File: src/rtl/alu_exec.sv
// alu_exec: multi-cycle execute/writeback stage for the 8-bit datapath.
// Captures an operation in IDLE, reads both operands from the register
// file, evaluates a single-cycle ALU op or an 8-step shift-add multiply,
// updates {Z,N,C,V} and writes the result back through gpr_load.
module alu_exec (
    input  logic       clk,
    input  logic       rst_n,
    input  logic       start,
    input  logic [3:0] opcode,
    input  logic [2:0] rd_idx,
    input  logic [2:0] rs_idx,
    input  logic [7:0] imm,
    input  logic [7:0] rd_val,
    input  logic [7:0] rs_val,
    output logic [2:0] rd_sel,
    output logic [2:0] rs_sel,
    output logic [7:0] data_out,
    output logic       gpr_load,
    output logic       busy,
    output logic       done,
    output logic [3:0] flags
);

    localparam logic [3:0] OP_MOV  = 4'h0;
    localparam logic [3:0] OP_ADD  = 4'h1;
    localparam logic [3:0] OP_SUB  = 4'h2;
    localparam logic [3:0] OP_AND  = 4'h3;
    localparam logic [3:0] OP_OR   = 4'h4;
    localparam logic [3:0] OP_XOR  = 4'h5;
    localparam logic [3:0] OP_NOT  = 4'h6;
    localparam logic [3:0] OP_SHL  = 4'h7;
    localparam logic [3:0] OP_SHR  = 4'h8;
    localparam logic [3:0] OP_LDI  = 4'h9;
    localparam logic [3:0] OP_ADDI = 4'hA;
    localparam logic [3:0] OP_MUL  = 4'hB;
    localparam logic [3:0] OP_CMP  = 4'hC;
    localparam logic [3:0] OP_INC  = 4'hD;
    localparam logic [3:0] OP_DEC  = 4'hE;
    localparam logic [3:0] OP_NOP  = 4'hF;

    typedef enum logic [2:0] {
        S_IDLE = 3'd0,
        S_READ = 3'd1,
        S_EXEC = 3'd2,
        S_MUL  = 3'd3,
        S_WB   = 3'd4
    } state_t;

    state_t      state;
    state_t      state_nxt;
    logic [3:0]  op_q;
    logic [7:0]  imm_q;
    logic [7:0]  a_q;
    logic [7:0]  b_q;
    logic [15:0] acc_q;
    logic [2:0]  cnt_q;

    logic [11:0] alu_out;
    logic [15:0] mul_addend;
    logic [15:0] mul_sum;

    // Two's-complement overflow of a+b -> r, judged on the signed views.
    function automatic logic add_ovf(input logic [7:0] a, input logic [7:0] b,
                                     input logic [7:0] r);
        logic signed [7:0] sa;
        logic signed [7:0] sb;
        logic signed [7:0] sr;
        sa = signed'(a);
        sb = signed'(b);
        sr = signed'(r);
        return ((sa < 0) == (sb < 0)) && ((sr < 0) != (sa < 0));
    endfunction

    // Two's-complement overflow of a-b -> r.
    function automatic logic sub_ovf(input logic [7:0] a, input logic [7:0] b,
                                     input logic [7:0] r);
        logic signed [7:0] sa;
        logic signed [7:0] sb;
        logic signed [7:0] sr;
        sa = signed'(a);
        sb = signed'(b);
        sr = signed'(r);
        return ((sa < 0) != (sb < 0)) && ((sr < 0) != (sa < 0));
    endfunction

    // Single-cycle ALU: returns {Z,N,C,V,result}.
    function automatic logic [11:0] alu_eval(input logic [3:0] op, input logic [7:0] a,
                                             input logic [7:0] b, input logic [7:0] k);
        logic [8:0] sum;
        logic [7:0] r;
        logic       c;
        logic       v;
        sum = 9'd0;
        r   = 8'h00;
        c   = 1'b0;
        v   = 1'b0;
        case (op)
            OP_MOV:  r = b;
            OP_ADD:  begin
                sum = {1'b0, a} + {1'b0, b};
                r = sum[7:0]; c = sum[8]; v = add_ovf(a, b, r);
            end
            OP_SUB, OP_CMP: begin
                sum = {1'b0, a} - {1'b0, b};
                r = sum[7:0]; c = sum[8]; v = sub_ovf(a, b, r);
            end
            OP_AND:  r = a & b;
            OP_OR:   r = a | b;
            OP_XOR:  r = a ^ b;
            OP_NOT:  r = ~a;
            OP_SHL:  begin r = {a[6:0], 1'b0}; c = a[7]; end
            OP_SHR:  begin r = {1'b0, a[7:1]}; c = a[0]; end
            OP_LDI:  r = k;
            OP_ADDI: begin
                sum = {1'b0, a} + {1'b0, k};
                r = sum[7:0]; c = sum[8]; v = add_ovf(a, k, r);
            end
            OP_INC:  begin
                sum = {1'b0, a} + 9'd1;
                r = sum[7:0]; c = sum[8]; v = add_ovf(a, 8'h01, r);
            end
            OP_DEC:  begin
                sum = {1'b0, a} - 9'd1;
                r = sum[7:0]; c = sum[8]; v = sub_ovf(a, 8'h01, r);
            end
            default: r = 8'h00;
        endcase
        return {(r == 8'h00), r[7], c, v, r};
    endfunction

    assign alu_out    = alu_eval(op_q, a_q, b_q, imm_q);
    assign mul_addend = b_q[cnt_q] ? ({8'h00, a_q} << cnt_q) : 16'h0000;
    assign mul_sum    = acc_q + mul_addend;

    // State register.
    always_ff @(posedge clk or negedge rst_n) begin
        if (!rst_n) state <= S_IDLE;
        else        state <= state_nxt;
    end

    // Next-state logic and state-decoded strobes.
    always_comb begin
        state_nxt = state;
        busy      = (state != S_IDLE);
        done      = 1'b0;
        gpr_load  = 1'b0;
        case (state)
            S_IDLE: if (start) state_nxt = S_READ;
            S_READ: state_nxt = S_EXEC;
            S_EXEC: state_nxt = (op_q == OP_MUL) ? S_MUL : S_WB;
            S_MUL:  if (cnt_q == 3'd7) state_nxt = S_WB;
            S_WB: begin
                done      = 1'b1;
                gpr_load  = (op_q != OP_CMP) && (op_q != OP_NOP);
                state_nxt = S_IDLE;
            end
            default: state_nxt = S_IDLE;
        endcase
    end

    // Operation capture, operand latch, execute/multiply and result/flag registers.
    always_ff @(posedge clk or negedge rst_n) begin
        if (!rst_n) begin
            op_q     <= OP_NOP;
            imm_q    <= 8'h00;
            rd_sel   <= 3'd0;
            rs_sel   <= 3'd0;
            a_q      <= 8'h00;
            b_q      <= 8'h00;
            acc_q    <= 16'h0000;
            cnt_q    <= 3'd0;
            data_out <= 8'h00;
            flags    <= 4'h0;
        end else begin
            case (state)
                S_IDLE: if (start) begin
                    op_q   <= opcode;
                    imm_q  <= imm;
                    rd_sel <= rd_idx;
                    rs_sel <= rs_idx;
                end
                S_READ: begin
                    a_q <= rd_val;
                    b_q <= rs_val;
                end
                S_EXEC: begin
                    if (op_q == OP_MUL) begin
                        acc_q <= 16'h0000;
                        cnt_q <= 3'd0;
                    end else if (op_q != OP_NOP) begin
                        data_out <= alu_out[7:0];
                        flags    <= alu_out[11:8];
                    end
                end
                S_MUL: begin
                    acc_q <= mul_sum;
                    cnt_q <= cnt_q + 3'd1;
                    if (cnt_q == 3'd7) begin
                        data_out <= mul_sum[7:0];
                        flags    <= {(mul_sum[7:0] == 8'h00), mul_sum[7],
                                     (mul_sum[15:8] != 8'h00), 1'b0};
                    end
                end
                default: ;
            endcase
        end
    end

endmodule

File: config.mk
export PLATFORM = sky130hd
export DESIGN_NAME = alu_exec
export DESIGN_NICKNAME = d
export VERILOG_FILES = /design/src/rtl/alu_exec.sv
export SDC_FILE = /design/constraint.sdc
export NUM_CORES = 1
export LEC_CHECK = 0
export BUFFER_PORTS_ARGS = -buffer_cell sky130_fd_sc_hd__buf_2
export CAP_MARGIN = 20
export CORE_MARGIN = 1
export CORE_UTILIZATION = 47
export CTS_BUF_LIST = sky130_fd_sc_hd__clkbuf_8
export CTS_CLUSTER_DIAMETER = 30
export DETAILED_ROUTE_END_ITERATION = 16
export GPL_TIMING_DRIVEN = 0
export PLACE_DENSITY = 0.68
export SYNTH_ARGS = -nofsm -noshare
export SYNTH_HDL_FRONTEND = slang
export SYNTH_SLANG_ARGS = --single-unit
File: constraint.sdc
create_clock -name clk -period 3.8 [get_ports clk]
set_input_delay 0.95 -clock clk [delete_from_list [all_inputs] [get_ports clk]]
set_output_delay 0.95 -clock clk [all_outputs]
set_load 0.005 [all_outputs]
* Word level (Yosys, flattened, before mapping) *
Index checks and enable logic that the tools add are counted.

cells by class
  eq/ne operators = 34
  shift-type cells = 1
  $add $sub $neg = 7
  muxes and demuxes = 24
  reduce and logical (&&, ||, !) cells = 18
  order comparisons = 9
  bitwise operators = 5

operators with widths
  operator                                                              count
  8-bit case mux with 13 select lines                                   1
  8-bit by 1-bit < comparator with 1-bit output, second input constant  8
  16-bit two-way mux                                                    2
  16-bit case mux with 2 select lines                                   1
  4-bit == test, second input constant                                  7
  8-bit two-way mux                                                     3
  8-bit by 8-bit adder with 9-bit output                                2
  16-bit adder                                                          1
  4-bit by 3-bit == test with 1-bit output, second input constant       4
  8-bit zero test                                                       2
  8-bit case mux with 2 select lines                                    1
  8-bit by 3-bit << shifter with 16-bit output                          1
  3-bit two-way mux                                                     4
  4-bit two-way mux                                                     3
  3-bit case mux with 4 select lines                                    1
  2-bit inequality test, second input constant                          5
  8-bit by 1-bit adder with 9-bit output, second input constant         1
  8-bit by 1-bit subtractor with 9-bit output, second input constant    1
  8-bit by 8-bit subtractor with 9-bit output                           1
  8-bit AND                                                             1
  4-bit by 2-bit == test with 1-bit output, second input constant       2
  4-bit inequality test, second input constant                          2
  8-bit inverter                                                        1
  8-bit bitwise OR                                                      1
  other kinds (25)                                                      42

word-level totals
  register bits after elaboration = 68
  output and inout port bits = 21

* Depth between registers and ports, before layout *
Gate-level depths: netlist of run 1.

  word-level depth = 8
  mapped depth = 17
  mapped depth without buffers = 15

* Worst setup path before layout of run 1 *
No wires, ideal clock.

  path type = reg-to-reg
  from = register cnt_q[0]
  to = register flags[1]
  data required time = 3.682 ns
  cell stages (with the launch flop) = 16
  arrival = 3.901 ns
  path slack = -0.219 ns
  cell sequence = dfrtp_1 -> clkbuf_1 -> mux4_2 -> nand2_1 -> and2_1 -> clkbuf_1 -> nor2_1 -> ha_1 -> a21oi_1 -> nand3_1 -> o211ai_1 -> o21ai_2 -> xnor2_1 -> or4_1 -> or4_1 -> a21o_1

on the way
  cells in the longest elaborated chain, start to end = 7
  elaborated cells on any way between the ends = 11
  classes of those cells = add/sub: 1; eq/ne: 2; shift: 1; mux: 5; reduce/logical: 2

ends and longest elaborated chain
  element                                    line  source
  start, declared                            56    logic [2:0] cnt_q;
  start signal, assigned                     197   cnt_q <= cnt_q + 3'd1;
  1-bit binary-select mux with 3-bit select  132   assign mul_addend = b_q[cnt_q] ? ({8'h00, a_q} << cnt_q) : 16'h0000;
  1-bit two-way mux (implied by the code)    132
  16-bit two-way mux                         132
  16-bit adder                               133   assign mul_sum = acc_q + mul_addend;
  8-bit nonzero test                         201   (mul_sum[15:8] != 8'h00), 1'b0};
  4-bit two-way mux                          198   if (cnt_q == 3'd7) begin
  4-bit case mux with 2 select lines         175   case (state)
  end signal, assigned                       192   flags <= alu_out[11:8];
  end signal, assigned                       200   flags <= {(mul_sum[7:0] == 8'h00), mul_sum[7],
  end, declared                              21    output logic [3:0] flags

Several ways; a longest one is shown, not always the timed one. The select of a mux whose other input is x is not followed.
A chain may end at the register's enable or synchronous reset.

* Final worst setup path of run 1 *
Ends and elaborated chain as after synthesis.

==> flow_summary.ini, run 1 <==
[outcome]
status = finished with violations
failed_checks = setup timing

[timing]
hold_ws_ns = 0.481
rsz0062_at_grt = yes
period_needed_ns = 3.98
worstMarginPinSlew_ns = 0.967
setup_ws_ns = -0.176
setup-tns-final_ns = -0.176
min_period_over_period_pct = 105
slew_headroom_pct = 34.7
slew_viol_final = 0
max_freq_ghz = 0.252
hold_viol = 0
setup_viol = 1
finalClockSkew_ns = 0.00886

[placement]
dpl.hpwl_mm = 16.0
place_congestion = 1.05
portBuffers = 57

[die]
die_w_um = 115
fp.dieH_um = 115
ios = 58
rows = 40
start_util_pct = 49.0
core_area_mm2 = 0.0122
die-area_mm2 = 0.0132

[drt]
viasPerCell = 6.30
firstDrtPassIters = 5
drt_iter0_drc = 589
drc = 0
vias = 6104
postRouteAntennaNets = 0
wl_mm = 20.8
wl_per_cell_um = 21.5

[setup_path]
cp.arrival_ns = 4.26
endpoint_kind = flip-flop
critPathKind = flip-flop to flip-flop
cp.required_ns = 4.08
worst_setup_path_start_kind = flip-flop
path_max_fanout = 5

[logic_synthesis]
syn_nets = 816
ys_types = 70
postSynth.asyncResetShare_pct = 100
synth.most_common_cell = nand2_1
seq_area_frac_synth_pct = 28.1
ys_top_cells_by_count = 77 x nand2_1, 68 x nor2_1, 63 x dfrtp_1
ys_seq_elements = 67
netlist_area_mm2 = 0.00598
syn_avg_cell_area_um2 = 8.30
synth.largest_area_cell = dfrtp_1
ys.flop_type = dfrtp_1
yosysWarnings = 0
synth_top_area_share_pct = 26.4
synthTopCellsByArea = dfrtp_1 26%, ha_1 11%, nand2_1 4.8%
synth_edf_count = 0
syn_inst = 721

[grt]
overflow = 0
grt_usage_pct = 33.3
grt_pass1_vias = 5874
antenna_found_initial = 0
grt_pass1_wl_mm = 32.5
grt_max_degree = 68

[clock_tree]
worstSkewPairLatency_ns = 0.38
holdBufCountCts = 0
cts_root_buf = clkbuf_8
clkSlewWorstSetupHoldPaths_ns = 0.09
clk_path_buf_depth = 2
tritoncts = done
htreeDepth = 3
cts_buffers = 9
cts_sinks = 67

[power_and_ir_drop]
peakVddDrop_v = 0.000490
power_frac_seq_pct = 19.8
p_sw_share_pct = 53.6
leakage_uw = 0.00309
finalPower_uw = 7190
power_density_mw_per_mm2 = 1050
internal-power_uw = 3330
pwr-share-comb_pct = 71.1
switching_power_uw = 3850
p_clk_share_pct = 9.1

[worst_hold_path]
hold_path_class = flip-flop to flip-flop

[layout]
fin_util_pct = 56.1
synthToLayoutAreaGrowth_pct = 14.5
nNetsFinal = 891
diodes = 0
drive_gt1_share_pct = 18.6
fillers = 1153

[flow_run]
drv_cap = 0
## final cells by class
type | count | area [µm²] | area share, %
Multi-Input combinational cell | 582 | 4100 | 59.8
Sequential cell | 67 | 1680 | 24.6
Timing Repair Buffer | 65 | 344 | 5.02
Tap cell | 168 | 210 | 3.07
Buffer | 41 | 195 | 2.85
Clock buffer | 9 | 124 | 1.81
Inverter | 30 | 113 | 1.64
Clock inverter | 7 | 81.3 | 1.19
## final timing paths
path                                      start                 endpoint  slack [ns]  cells past startpoint
min reg2reg                acc_q[4]$_DFFE_PN0P_     acc_q[4]$_DFFE_PN0P_        0.48                      2
min in group asynchronous                 rst_n  data_out[5]$_DFFE_PN0P_        0.68                      1
max in group asynchronous                 rst_n       a_q[6]$_DFFE_PN0P_        2.49                      1
max                        cnt_q[0]$_DFFE_PN0P_     flags[1]$_DFFE_PN0P_       -0.18                     14
max reg2reg                cnt_q[0]$_DFFE_PN0P_     flags[1]$_DFFE_PN0P_       -0.18                     14
min                        acc_q[4]$_DFFE_PN0P_     acc_q[4]$_DFFE_PN0P_        0.48                      2
## timing repair
item | 4_1_cts | 5_1_grt
pin swaps | 7 | 1
setup endpoints to repair | 1 | 1
buffers inserted | 6 | 0
gates resized for setup | 19 | 11
## stage by stage
stage                     instances  cell area [µm²]  setup slack (ns)
final                           969             6850            -0.176
after floorplan                 721             5990            0.0204
after global routing            969             6850            -0.262
after global placement          946             6490            -0.555
after CTS                       969             6820            -0.138
after detailed placement        948             6500            -0.589
## worst max-delay path: stages (launching register included)
cell      delay [ns]
dfrtp_1         0.38
clkbuf_8        0.16
mux4_2          0.56
nand2_4         0.11
nor3_1          0.07
ha_2            0.21
fa_2            0.38
a21oi_4         0.18
o22ai_4         0.12
o211ai_1        0.30
o21ai_2         0.09
xnor2_1         0.14
or4_1           0.55
or4_4           0.46
a21o_1          0.17
## cells by family after synthesis
logic type,count (synthesis),share of synthesized area (%)
flip-flops,67,28.1
XOR/XNOR,20,2.93
AO/OA/AOI/OAI,239,26.8
AND/OR/NAND/NOR,232,18.2
multiplexers,33,6.55
buffers and inverters,72,4.85
adder cells (fa/ha/maj),58,12.6
## metal layers
| layer | global-route usage, % | up-vias | wire length (µm) |
|---|---|---|---|
| met5 | 0 | - | 0 |
| met4 | 15.8 | 0 | 826 |
| met3 | 5.90 | 54 | 1500 |
| met2 | 56.2 | 312 | 10100 |
| met1 | 41.5 | 2936 | 8430 |
| li1 | - | 2802 | - |
## power by group through the flow
stage,sequential [µW],combinational [µW],clock [µW]
floorplan,1290,3370,0
global placement,1410,4670,0
detailed placement,1420,4770,0
CTS,1410,4960,661
global route,1460,5530,695
finish,1420,5110,653
## layout by cell type (no fill, tap or decap), types with 9 or more instances in the layout
master and count:
and3_1 10, a21o_1 17, xnor2_1 12, o22ai_1 11, dfrtp_1 62, inv_1 28
a22o_1 10, o21ai_0 56, ha_1 51, a221oi_1 9, nand2b_1 10, mux2i_1 11
clkbuf_8 10, clkbuf_1 20, nor2_1 68, buf_4 10, nor3_1 16, buf_2 63
a21oi_1 43, nand2_1 76, nand3_1 10, mux2_2 19, a22oi_1 11
## registers in the layout, indices dropped and copies added, names as in the netlist
register,cells
op_q,4
rd_sel,3
cnt_q,3
rs_sel,3
data_out,7
b_q,8
a_q,8
imm_q,8
flags,4
state,3
acc_q,16
Power figures use the tool's default switching activity.
==> run 2: changes to the inputs <==
==> constraint.sdc (replaced) <==
create_clock -name clk -period 3.64 [get_ports clk]
set_input_delay 0.91 -clock clk [delete_from_list [all_inputs] [get_ports clk]]
set_output_delay 0.91 -clock clk [all_outputs]
set_load 0.005 [all_outputs]
==> flow_summary.ini, run 2 (synthesized netlist as in run 1, its figures left out) <==
[drt]
wl_mm = 21.5
postRouteAntennaNets = 0
viasPerCell = 6.27
firstDrtPassIters = 7
drt_iter0_drc = 619
drc = 0
wl_per_cell_um = 22.1
vias = 6097

[grt]
grt_pass1_vias = 5835
grt_usage_pct = 33.9
grt_max_degree = 68
antenna_found_initial = 0
grt_pass1_wl_mm = 33.1
overflow = 0

[power_and_ir_drop]
finalPower_uw = 7630
leakage_uw = 0.00311
switching_power_uw = 4100
peakVddDrop_v = 0.000470
internal-power_uw = 3520
p_sw_share_pct = 53.8
power_density_mw_per_mm2 = 1100
p_clk_share_pct = 8.7
pwr-share-comb_pct = 71.7
power_frac_seq_pct = 19.6

[setup_path]
rr_startpoint = cnt_q[0]$_DFFE_PN0P_
worst_setup_path_start_kind = flip-flop
reg2reg_depth = 14
path_max_fanout = 5
cp-startpoint = cnt_q[0]$_DFFE_PN0P_
endpoint_kind = flip-flop
cp.required_ns = 3.92
critPathKind = flip-flop to flip-flop
cp.arrival_ns = 4.26

[timing]
setup-tns-final_ns = -0.339
min_period_over_period_pct = 109
slew_headroom_pct = 27.3
setup_ws_ns = -0.339
max_freq_ghz = 0.251
finalClockSkew_ns = 0.00985
rsz0062_at_grt = yes
setup_viol = 1
hold_viol = 0
hold_ws_ns = 0.479
slew_viol_final = 0
worstMarginPinSlew_ns = 1.08
period_needed_ns = 3.98

[layout]
final_common_cell = nand2_1
drive_gt1_share_pct = 20.5
synthToLayoutAreaGrowth_pct = 15.4
largest_reg_flops = 16
nNetsFinal = 895
largest_register = acc_q
diodes = 0
final_cells = 973
layout_common_cells = 76 x nand2_1, 68 x nor2_1, 64 x buf_2

[die]
rows = 40
ios = 58
start_util_pct = 49.0
fp.dieH_um = 115
core_area_mm2 = 0.0122
die-area_mm2 = 0.0132
die_w_um = 115

[clock_tree]
clk_path_buf_depth = 2
cts_buffers = 9
cts_sinks = 67
tritoncts = done
cts_root_buf = clkbuf_8
worstSkewPairLatency_ns = 0.38
clkSlewWorstSetupHoldPaths_ns = 0.08
htreeDepth = 3

[placement]
dpl.hpwl_mm = 16.2
place_ws_ns = -0.737
place_congestion = 1.08
dp_cells = 948
portBuffers = 57

[flow_run]
drv_cap = 0

[worst_hold_path]
hp-start = data_out[5]$_DFFE_PN0P_
hold_path_class = flip-flop to flip-flop
whs_path_depth = 2

[outcome]
status = finished with violations
failed_checks = setup timing
run 2: cell type report:
type                    instances  area (µm²)
inverters                      30         116
flip-flops and latches         67        1690
repair buffers                 69         374
fillers                      1158        5310
well taps                     168         210
multi-input cells             582        4120
clock buffers                   9         124
clock inverters                 7        77.6
plain buffers                  41         198
run 2: final timing paths:
| kind | to | slack [ns] |
|---|---|---|
| setup / recovery | flags[1]$_DFFE_PN0P_ | -0.34 |
| hold / removal | data_out[5]$_DFFE_PN0P_ | 0.48 |
| setup reg to reg | flags[1]$_DFFE_PN0P_ | -0.34 |
| hold reg to reg | data_out[5]$_DFFE_PN0P_ | 0.48 |
| max in group asynchronous | a_q[5]$_DFFE_PN0P_ | 2.34 |
| min in group asynchronous | data_out[3]$_DFFE_PN0P_ | 0.65 |
run 2: critical path: stages (launching register included):
cell	delay, ns
dfrtp_1	0.38
clkbuf_8	0.16
mux4_2	0.57
nand2_4	0.14
nor3_2	0.06
ha_2	0.21
fa_2	0.36
a21oi_2	0.18
o22ai_2	0.13
o211ai_1	0.28
o21ai_2	0.09
xnor2_1	0.15
or4_4	0.54
or4_4	0.46
a21o_1	0.18
run 2: repair_timing:
item	in CTS	in global routing
endpoints found under the setup margin	5	4
pin swaps	6	7
gates resized for setup	20	22
hold buffers	0	0
buffers inserted	9	1
run 2: per-stage QoR:
step                      instance area, µm²  util, %
after CTS                               6830     56.0
after global placement                  6500     53.2
after detailed placement                6510     53.3
after global routing                    6900     56.5
after floorplan                         6000        -
final                                   6900     56.5
run 2: per-layer routing:
metal,vias up,wire [µm],global-route usage [%]
li1,2808,-,-
met1,2954,9140,42.5
met2,273,10200,57.4
met3,62,1230,5.22
met4,0,881,16.2
met5,-,0,0
run 2: power groups by stage:
| stage | logic [µW] | registers (µW) | clock network [µW] |
|---|---|---|---|
| after floorplan | 3520 | 1350 | 0 |
| after global placement | 4950 | 1480 | 0 |
| after detailed placement | 5020 | 1490 | 0 |
| after CTS | 5210 | 1480 | 670 |
| after global routing | 5890 | 1540 | 707 |
| final | 5470 | 1490 | 664 |
==> run 3: changes to the inputs <==
--- a/config.mk
+++ b/config.mk
@@ -7,13 +7,15 @@
 export LEC_CHECK = 0
 export BUFFER_PORTS_ARGS = -buffer_cell sky130_fd_sc_hd__buf_2
 export CAP_MARGIN = 20
+export CELL_PAD_IN_SITES_DETAIL_PLACEMENT = 0
+export CELL_PAD_IN_SITES_GLOBAL_PLACEMENT = 1
 export CORE_MARGIN = 1
-export CORE_UTILIZATION = 47
+export CORE_UTILIZATION = 42
 export CTS_BUF_LIST = sky130_fd_sc_hd__clkbuf_8
 export CTS_CLUSTER_DIAMETER = 30
 export DETAILED_ROUTE_END_ITERATION = 16
 export GPL_TIMING_DRIVEN = 0
-export PLACE_DENSITY = 0.68
+export PLACE_DENSITY_LB_ADDON = 0.1
 export SYNTH_ARGS = -nofsm -noshare
 export SYNTH_HDL_FRONTEND = slang
 export SYNTH_SLANG_ARGS = --single-unit
==> flow_summary.ini, run 3 (synthesized netlist as in run 1, its figures left out) <==
[placement]
portBuffers = 57
place_ws_ns = -0.767
place_congestion = 0.931
dp_cells = 960
dpl.hpwl_mm = 16.5
dpl_cell_area_mm2 = 0.00653

[layout]
seqCellArea_mm2 = 0.00169
largest_register = acc_q
final_cells = 990
synthToLayoutAreaGrowth_pct = 17.3
fillers = 1362
largest_reg_flops = 16
layout_common_cells = 75 x nand2_1, 68 x nor2_1, 65 x buf_2
fin_area_mm2 = 0.00702
multi_input_area_mm2 = 0.00417
drive_gt1_share_pct = 21.4
diodes = 0
final_common_cell = nand2_1
nNetsFinal = 900

[setup_path]
worst_setup_path_start_kind = flip-flop
path_max_fanout = 4
r2r_end = flags[1]$_DFFE_PN0P_
reg2reg_depth = 14
ff2ff_setup_slack_ns = -0.35
rr_startpoint = cnt_q[0]$_DFFE_PN0P_
endpoint_kind = flip-flop
cp.arrival_ns = 4.26
critPathKind = flip-flop to flip-flop
cp.required_ns = 3.91

[grt]
grt_pass1_wl_mm = 32.5
antenna_found_initial = 0
busiest_layer = met2
gr-usage-met3_pct = 4.46
use_met2_pct = 49.4
grtUsageMet1_pct = 38.1
grt_max_degree = 68
grt_usage_pct = 29.7
grt_pass1_vias = 5770
overflow = 0

[clock_tree]
tritoncts = done
holdBufCountCts = 0
htreeDepth = 3
cts_sinks = 67
worstSkewPairLatency_ns = 0.38
clkSlewWorstSetupHoldPaths_ns = 0.08
cts_buffers = 9
cts_root_buf = clkbuf_8
clk_path_buf_depth = 2

[timing]
period_needed_ns = 3.99
slew_viol_final = 0
hold_viol = 0
setup_ws_ns = -0.351
worstMarginPinSlew_ns = 0.989
finalClockSkew_ns = 0.0186
slew_headroom_pct = 33.2
max_freq_ghz = 0.251
rsz0062_at_grt = yes
setup_viol = 1
hold_ws_ns = 0.477
min_period_over_period_pct = 110

[power_and_ir_drop]
power_density_mw_per_mm2 = 1080
peakVddDrop_v = 0.000533
leakage_uw = 0.00315

[drt]
drc = 0
wl_per_cell_um = 21.5
viasPerCell = 6.10
vias = 6035
drt_iter0_drc = 467
postRouteAntennaNets = 0
firstDrtPassIters = 5
wl_mm = 21.2

[worst_hold_path]
hold_path_class = flip-flop to flip-flop
hp-start = data_out[5]$_DFFE_PN0P_
hold_path_end = data_out[5]$_DFFE_PN0P_
whs_path_depth = 2

[flow_run]
drv_cap = 0

[outcome]
failed_checks = setup timing
status = finished with violations

[die]
die-area_mm2 = 0.0147
rows = 43
fp.dieH_um = 121
start_util_pct = 43.1
ios = 58
die_w_um = 121
core_area_mm2 = 0.0139
[run 3: critical path, stage by stage (launching register included)]
cell and delay, ns:
dfrtp_1 0.40, buf_8 0.13, mux4_2 0.57, nand2_4 0.13
nor3_4 0.05, ha_2 0.19, fa_2 0.37, a21oi_4 0.21
o22ai_4 0.12, o211ai_1 0.28, o21ai_2 0.11, xnor2_2 0.16
or4_1 0.53, or4_4 0.46, a21o_1 0.17
[run 3: routing by layer]
| layer | vias to the layer above | wire length, µm | part of all wire (%) |
|---|---|---|---|
| met1 | 2944 | 9160 | 43 |
| met3 | 47 | 1090 | 5.1 |
| met2 | 222 | 10300 | 48 |
| met5 | - | 0 | 0 |
| met4 | 0 | 728 | 3.4 |
| li1 | 2822 | - | - |
[run 3: final cells by class]
type	instances	area share, %
multi-input cells	582	59.5
flip-flops and latches	67	24.1
repair buffers	75	5.97
well taps	180	3.21
plain buffers	40	2.76
clock buffers	9	1.77
inverters	30	1.61
clock inverters	7	1.14
[run 3: per-stage QoR]
step / power (µW) / utilization (%) / TNS [ns]
floorplan: 4880 / - / -0.0697
global placement: 6460 / 46.9 / -0.850
detailed placement: 6520 / 47.0 / -1.05
global route: 8160 / 50.5 / -0.488
finish: 7600 / 50.5 / -0.351
CTS: 7440 / 50.0 / -0.319
[run 3: power breakdown]
part           leakage (µW)  switching (µW)  total [µW]  internal (µW)
logic               0.00222            3290        5420           2120
clock network     0.0000973             342         668            326
registers          0.000830             421        1510           1090
total               0.00315            4060        7600           3540
[run 3: how the worst max path moves through the flow]
stage,startpoint,endpoint,slack [ns]
2_1_floorplan,cnt_q[0]$_DFFE_PN0P_,flags[1]$_DFFE_PN0P_,-0.07
3_3_place_gp,cnt_q[1]$_DFFE_PN0P_,flags[1]$_DFFE_PN0P_,-0.69
3_5_place_dp,cnt_q[1]$_DFFE_PN0P_,flags[1]$_DFFE_PN0P_,-0.77
4_1_cts,cnt_q[0]$_DFFE_PN0P_,flags[1]$_DFFE_PN0P_,-0.32
5_1_grt,cnt_q[0]$_DFFE_PN0P_,flags[1]$_DFFE_PN0P_,-0.46
6_report,cnt_q[0]$_DFFE_PN0P_,flags[1]$_DFFE_PN0P_,-0.35
[run 3: repair_timing]
item / in CTS / in global routing
pin swaps: 16 / 14
setup buffers: 14 / 2
resized for setup: 29 / 20
gates cloned: 0 / 0
endpoints found under the setup margin: 3 / 5
